[src/rtl/alu_pkg.sv]
// Shared definitions for the two-port ALU arbiter: data width, operation
// codes, the defined-code check and the response slot state type.
package alu_pkg;

   localparam int DATA_W = 32;

   localparam logic [3:0] OP_ADD  = 4'b0000;
   localparam logic [3:0] OP_SUB  = 4'b0001;
   localparam logic [3:0] OP_AND  = 4'b0010;
   localparam logic [3:0] OP_OR   = 4'b0011;
   localparam logic [3:0] OP_SLT  = 4'b0100;
   localparam logic [3:0] OP_SRA  = 4'b0101;
   localparam logic [3:0] OP_SRL  = 4'b0110;
   localparam logic [3:0] OP_SLL  = 4'b0111;
   localparam logic [3:0] OP_SUBU = 4'b1001;
   localparam logic [3:0] OP_XOR  = 4'b1010;
   localparam logic [3:0] OP_SLTU = 4'b1100;

   typedef enum logic {
      SLOT_EMPTY = 1'b0,
      SLOT_FULL  = 1'b1
   } slot_state_t;

   // True when ctrl names one of the supported operations
   function automatic logic is_defined_op(input logic [3:0] ctrl);
      case (ctrl)
         OP_ADD, OP_SUB, OP_AND, OP_OR, OP_SLT, OP_SRA,
         OP_SRL, OP_SLL, OP_SUBU, OP_XOR, OP_SLTU: is_defined_op = 1'b1;
         default:                                  is_defined_op = 1'b0;
      endcase
   endfunction

endpackage

[src/rtl/alu_arbiter_alu.sv]
// Purely combinational 32-bit ALU shared by both arbiter ports. Comparison
// flags always describe a versus b, independent of the operation selected.
module alu_arbiter_alu
   import alu_pkg::*;
(
   input  logic [3:0]        ctrl,
   input  logic [DATA_W-1:0] a,
   input  logic [DATA_W-1:0] b,
   output logic [DATA_W-1:0] result,
   output logic              zero,
   output logic              neg,
   output logic              neg_u,
   output logic              err
);

   logic [4:0] shamt;

   assign shamt = b[4:0];
   assign zero  = (a == b);
   assign neg   = ($signed(a) < $signed(b));
   assign neg_u = (a < b);
   assign err   = ~is_defined_op(ctrl);

   // Operation select; undefined codes produce a zero result
   always_comb begin
      result = '0;
      case (ctrl)
         OP_ADD:          result = a + b;
         OP_SUB, OP_SUBU: result = a - b;
         OP_AND:          result = a & b;
         OP_OR:           result = a | b;
         OP_XOR:          result = a ^ b;
         OP_SLT:          result = {{(DATA_W-1){1'b0}}, neg};
         OP_SLTU:         result = {{(DATA_W-1){1'b0}}, neg_u};
         OP_SRA:          result = $unsigned($signed(a) >>> shamt);
         OP_SRL:          result = a >> shamt;
         OP_SLL:          result = a << shamt;
         default:         result = '0;
      endcase
   end

endmodule

[src/rtl/alu_arbiter.sv]
// Two-port front end for a single shared ALU. Each port owns a one-entry
// response slot; at most one request is granted per cycle, either with
// round-robin or fixed priority to port 0, and its result appears one cycle
// later in that port's slot.
module alu_arbiter
   import alu_pkg::*;
#(
   parameter int RR_EN = 1
) (
   input  logic              i_clk,
   input  logic              i_rst,
   input  logic              i_req0_valid,
   input  logic [3:0]        i_req0_ctrl,
   input  logic [DATA_W-1:0] i_req0_a,
   input  logic [DATA_W-1:0] i_req0_b,
   output logic              o_req0_ready,
   output logic              o_rsp0_valid,
   output logic [DATA_W-1:0] o_rsp0_result,
   output logic              o_rsp0_zero,
   output logic              o_rsp0_neg,
   output logic              o_rsp0_negU,
   output logic              o_rsp0_err,
   input  logic              i_rsp0_ready,
   input  logic              i_req1_valid,
   input  logic [3:0]        i_req1_ctrl,
   input  logic [DATA_W-1:0] i_req1_a,
   input  logic [DATA_W-1:0] i_req1_b,
   output logic              o_req1_ready,
   output logic              o_rsp1_valid,
   output logic [DATA_W-1:0] o_rsp1_result,
   output logic              o_rsp1_zero,
   output logic              o_rsp1_neg,
   output logic              o_rsp1_negU,
   output logic              o_rsp1_err,
   input  logic              i_rsp1_ready
);

   slot_state_t [1:0]             slot_state;
   logic [1:0]                    rsp_valid;
   logic [1:0][DATA_W-1:0]        rsp_result;
   logic [1:0]                    rsp_zero;
   logic [1:0]                    rsp_neg;
   logic [1:0]                    rsp_neg_u;
   logic [1:0]                    rsp_err;
   logic                          prio;
   logic [1:0]                    req_valid;
   logic [1:0]                    rsp_ready;
   logic [1:0]                    eligible;
   logic [1:0]                    grant;
   logic                          port1_wins;
   logic [3:0]                    sel_ctrl;
   logic [DATA_W-1:0]             sel_a;
   logic [DATA_W-1:0]             sel_b;
   logic [DATA_W-1:0]             alu_result;
   logic                          alu_zero;
   logic                          alu_neg;
   logic                          alu_neg_u;
   logic                          alu_err;

   assign req_valid = {i_req1_valid, i_req0_valid};
   assign rsp_ready = {i_rsp1_ready, i_rsp0_ready};

   // Eligibility and grant: a port may issue when its slot is free or being
   // drained this cycle; operand values never reach this logic
   always_comb begin
      eligible   = '0;
      grant      = '0;
      port1_wins = (RR_EN != 0) && prio;
      for (int p = 0; p < 2; p++) begin
         eligible[p] = ~i_rst & req_valid[p] & (~rsp_valid[p] | rsp_ready[p]);
      end
      if (eligible[0] && eligible[1]) begin
         grant[1] = port1_wins;
         grant[0] = ~port1_wins;
      end else begin
         grant = eligible;
      end
   end

   assign o_req0_ready = grant[0];
   assign o_req1_ready = grant[1];

   assign sel_ctrl = grant[1] ? i_req1_ctrl : i_req0_ctrl;
   assign sel_a    = grant[1] ? i_req1_a    : i_req0_a;
   assign sel_b    = grant[1] ? i_req1_b    : i_req0_b;

   alu_arbiter_alu u_alu (
      .ctrl   (sel_ctrl),
      .a      (sel_a),
      .b      (sel_b),
      .result (alu_result),
      .zero   (alu_zero),
      .neg    (alu_neg),
      .neg_u  (alu_neg_u),
      .err    (alu_err)
   );

   // Round-robin pointer: after a grant, favour the other port next time
   always_ff @(posedge i_clk) begin
      if (i_rst) begin
         prio <= 1'b0;
      end else if (grant[0]) begin
         prio <= 1'b1;
      end else if (grant[1]) begin
         prio <= 1'b0;
      end
   end

   // Per-port response slot state machine with registered result and flags
   always_ff @(posedge i_clk) begin
      if (i_rst) begin
         slot_state <= {SLOT_EMPTY, SLOT_EMPTY};
         rsp_valid  <= '0;
         rsp_result <= '0;
         rsp_zero   <= '0;
         rsp_neg    <= '0;
         rsp_neg_u  <= '0;
         rsp_err    <= '0;
      end else begin
         for (int p = 0; p < 2; p++) begin
            case (slot_state[p])
               SLOT_EMPTY: begin
                  if (grant[p]) begin
                     slot_state[p] <= SLOT_FULL;
                     rsp_valid[p]  <= 1'b1;
                  end
               end
               SLOT_FULL: begin
                  if (!grant[p] && rsp_ready[p]) begin
                     slot_state[p] <= SLOT_EMPTY;
                     rsp_valid[p]  <= 1'b0;
                  end
               end
               default: begin
                  slot_state[p] <= SLOT_EMPTY;
                  rsp_valid[p]  <= 1'b0;
               end
            endcase
            if (grant[p]) begin
               rsp_result[p] <= alu_result;
               rsp_zero[p]   <= alu_zero;
               rsp_neg[p]    <= alu_neg;
               rsp_neg_u[p]  <= alu_neg_u;
               rsp_err[p]    <= alu_err;
            end
         end
      end
   end

   assign o_rsp0_valid  = rsp_valid[0];
   assign o_rsp0_result = rsp_result[0];
   assign o_rsp0_zero   = rsp_zero[0];
   assign o_rsp0_neg    = rsp_neg[0];
   assign o_rsp0_negU   = rsp_neg_u[0];
   assign o_rsp0_err    = rsp_err[0];
   assign o_rsp1_valid  = rsp_valid[1];
   assign o_rsp1_result = rsp_result[1];
   assign o_rsp1_zero   = rsp_zero[1];
   assign o_rsp1_neg    = rsp_neg[1];
   assign o_rsp1_negU   = rsp_neg_u[1];
   assign o_rsp1_err    = rsp_err[1];

endmodule
[config.mk]
export PLATFORM = sky130hd
export DESIGN_NAME = alu_arbiter
export DESIGN_NICKNAME = d
export VERILOG_FILES = /design/src/rtl/alu_pkg.sv /design/src/rtl/alu_arbiter_alu.sv /design/src/rtl/alu_arbiter.sv
export SDC_FILE = /design/constraint.sdc
export NUM_CORES = 1
export LEC_CHECK = 0
export ABC_AREA = 1
export CAP_MARGIN = 20
export CELL_PAD_IN_SITES_DETAIL_PLACEMENT = 1
export CELL_PAD_IN_SITES_GLOBAL_PLACEMENT = 1
export CORE_MARGIN = 1.5
export CORE_UTILIZATION = 38
export DETAILED_ROUTE_END_ITERATION = 6
export GPL_ROUTABILITY_DRIVEN = 0
export PLACE_DENSITY = 0.83
export SYNTH_ARGS = -nofsm -noshare
export SYNTH_HDL_FRONTEND = slang
export SYNTH_SLANG_ARGS = --single-unit
[constraint.sdc]
create_clock -name i_clk -period 6.5 [get_ports i_clk]
set_clock_uncertainty 0.2 [all_clocks]
set_input_delay 1.3 -clock i_clk [delete_from_list [all_inputs] [get_ports i_clk]]
set_output_delay 1.3 -clock i_clk [all_outputs]
set_load 0.05 [all_outputs]
==> results.yml <==
pwr:
  ir_drop_mv: 0.183
  power_mw: 3.34
  power_leakage_nw: 8.54
  pwr-share-comb_pct: 65.8
  p_per_area_nw_per_um2: 202
  internal_power_mw: 1.53
  p_sw_mw: 1.81
  power.share.clock_pct: 17.5
  power.share.sequential_pct: 16.7
  swShare_pct: 54.1
worst_setup_path:
  worst-setup-path-type: "in -> reg"
  start_kind: "input port"
  critical_path.cell_chain: "clkdlybuf4s50_1, nor2_2, nand3_4, nand2_4, buf_12, nand2_1, nand2_1, inv_1, ha_1, nand2_1, inv_1, nand3_1, nor2_1, nand3_1, nand3_1, nand2_1, nand2_1, nand2_1, nand3_1, nand3_1, nor2_1, nand3_1, nand2_1, inv_1"
  worstPathMaxFanout: 36
  slowest_delay_ns: 0.57
  crit_slowest_cell: "clkdlybuf4s50_1"
  arrival_ns: 6.26
  crit_path_end_kind: "register"
  crit_required_ns: 6.53
  crit_top_cell: "nand2_1"
drt:
  drtPass1Iterations: 6
  ant_nets: 0
  wl_per_cell_um: 23.4
  vias_per_cell: 6.00
  drcViolationCount: 0
  num_vias: 19106
  drt_iter0_markers: 2646
  wl_mm: 74.4
final_layout:
  final_nets: 2964
  fin_cells: 3186
  syn2layout_area_growth_pct: 21.5
  layout-drive-gt1-share_pct: 4.30
  nFillCells: 5118
clocking:
  clock_sinks: 77
  h-tree-depth: 3
  cts.repair.resized: 0
  clock_latency_ns: 0.34
  cts_buffer_depth: 2
  cts-buffers-inserted: 9
  ctsRootBufferMaster: "clkbuf_16"
  cts_hold_buf: 0
  cts_tree: "yes"
  clkTransAtPathRegs_ns: 0.06
  post_cts_buffers: 0
grt:
  antenna_found_initial: 1
  grt_pass1_wl_mm: 112
  grt_max_degree: 71
  grtUsageTotal_pct: 40.0
  grt_pass1_vias: 18781
  grt-ovfl-total: 0
logic_synthesis:
  synth_area_leaders: "nand2_1 (21%), nand3_1 (16%), dfxtp_1 (11%), inv_1 (9.7%), ha_1 (9.4%)"
  synth_compound_area_share_pct: 16.9
  synth_xor_xnor_area_share_pct: 0.313
  ys.flop_type: "dfxtp_1"
  synth_seq_cells: 77
  seq_area_frac_synth_pct: 11.3
  yosys_warnings: 0
  synth_area_sq_um: 13600
  synth_top_family_by_area: "simple AND/OR/NAND/NOR gates"
  yosysTopAreaCellShare_pct: 20.6
  synthSimpleGateAreaFrac_pct: 47.2
  synth_top_area_cell: "nand2_1"
  yosys.cell_count.top_type: "nand2_1"
  yosys.cell_types.count: 51
  synth_area_per_cell_sq_um: 5.29
  syn-num-nets: 2817
  synthMuxAreaShare_pct: 0
  synth_common_cells: "nand2_1 (745), nand3_1 (433), inv_1 (350), nor2_1 (215), a21oi_1 (157)"
  syn_inst: 2571
  synth_edf_count: 0
  synthArstFlopShare_pct: 0
  synth_fa_ha_area_share_pct: 9.68
die:
  start_util_pct: 38.4
  die-area_sq_um: 36900
  core_area_sq_um: 35400
  die_h_um: 192
  dieWidth_um: 192
  fp-row-count: 69
  io_pins: 218
sta:
  worst_slew_pin_slew_ns: 0.948
  timing.final.crit_share_pct: 95.9
  timing.final.crit_period_ns: 6.23
  max_slew_margin_pct: 36.8
  slew_violations: 0
  finalHoldViolCount: 0
  fin_hold_ws_ns: 0.285
  timing.setup.tns_ns: 0
  setup_viol: 0
  max_freq_ghz: 0.160
  rsz0062_at_grt: "no"
status:
  status: "finished clean"
place:
  dp_cells: 3168
  hpwl_mm: 60.1
  io_buffers: 217
job:
  cap_violations: 0
min_path:
  hp-class: "reg -> reg"
-- layout make-up --
type                       instances  area [sq um]  area share (%)
antenna                            2          5.00          0.0303
sequential                        77          1540            9.33
clock buffer                      11           233            1.41
timing repair buffer             268          2590            15.7
inverter                         364          1370            8.27
clock inverter                     5           108           0.651
tap                              461           577            3.49
multi-input combinational       1998         10100            61.1
-- state kept, by name, indices dropped and copies added (netlist names) --
name           count
o_rsp0_result     32
o_rsp1_result     32
port1_wins         1
rsp_err            2
rsp_neg            2
rsp_neg_u          2
rsp_valid          2
rsp_zero           2
slot_state         2
-- cells by family (layout without fill, tap and decap cells) --
group / after synthesis / in the layout
AOI/OAI and AO/OA: 399 / 399
adders and majority gates: 104 / 104
DFF: 77 / 77
xor gates and xnor gates: 4 / 4
and+or+nand+nor: 1491 / 1491
other: 0 / 2
buffers and inverters: 496 / 648
-- power groups by stage --
stage / logic, mW / clock network, mW / registers, mW
floorplan: 1.16 / 0 / 0.724
CTS: 2.11 / 0.590 / 0.558
global route: 2.34 / 0.609 / 0.562
global placement: 2.04 / 0 / 0.565
finish: 2.20 / 0.585 / 0.558
detailed placement: 2.10 / 0 / 0.567
-- per-layer routing --
layer	wire length, um	share of wire [%]	up-vias	GRT usage [%]
met5	0	0	-	0
met4	6040	8.1	0	27.5
met3	8910	12	260	7.62
met2	29900	40	1248	58.0
met1	29500	40	8971	52.9
li1	-	-	8627	-
-- stage by stage --
step | utilization, % | setup WS, ns | area, sq um
final | 46.7 | 0.267 | 16500
after global routing | 46.7 | 0.00447 | 16500
after CTS | 46.7 | 0.462 | 16500
after detailed placement | 45.7 | 0.218 | 16200
after global placement | 45.7 | 0.385 | 16200
after floorplan | - | 1.70 | 13600
-- cell usage in the layout, fill, tap and decap left out, types with 4 or more instances in the layout --
cell type	n
a211oi_1	9
a21o_1	7
a21oi_1	157
a221oi_1	4
a31oi_1	7
buf_4	50
clkbuf_16	9
clkdlybuf4s50_1	215
dfxtp_1	77
ha_1	102
inv_1	350
inv_2	13
nand2_1	743
nand2_2	16
nand3_1	433
nand3b_1	21
nand4_1	23
nor2_1	215
nor2_2	5
nor3_1	19
o2111ai_1	4
o211ai_1	21
o21ai_0	108
o21ai_1	25
o21ai_4	4
o21bai_1	13
o221ai_1	14
o22ai_1	11
-- critical path, delay by kind of cell --
family                     cells  cell delay [ns]
buffers and inverters          5             1.13
adders and majority gates      1             0.52
and+or+nand+nor               18             3.25
-- path summary, 6_finish.rpt --
kind	startpoint	endpoint	slack, ns	cells after the start
min	slot_state[1]	rsp_valid[1]	0.28	1
max	i_rst	o_rsp0_result[23]	0.27	24
max reg2reg	rsp_valid[1]	o_rsp0_result[23]	1.57	24
min reg2reg	slot_state[1]	rsp_valid[1]	0.28	1
(Power assumes the default switching activity.)
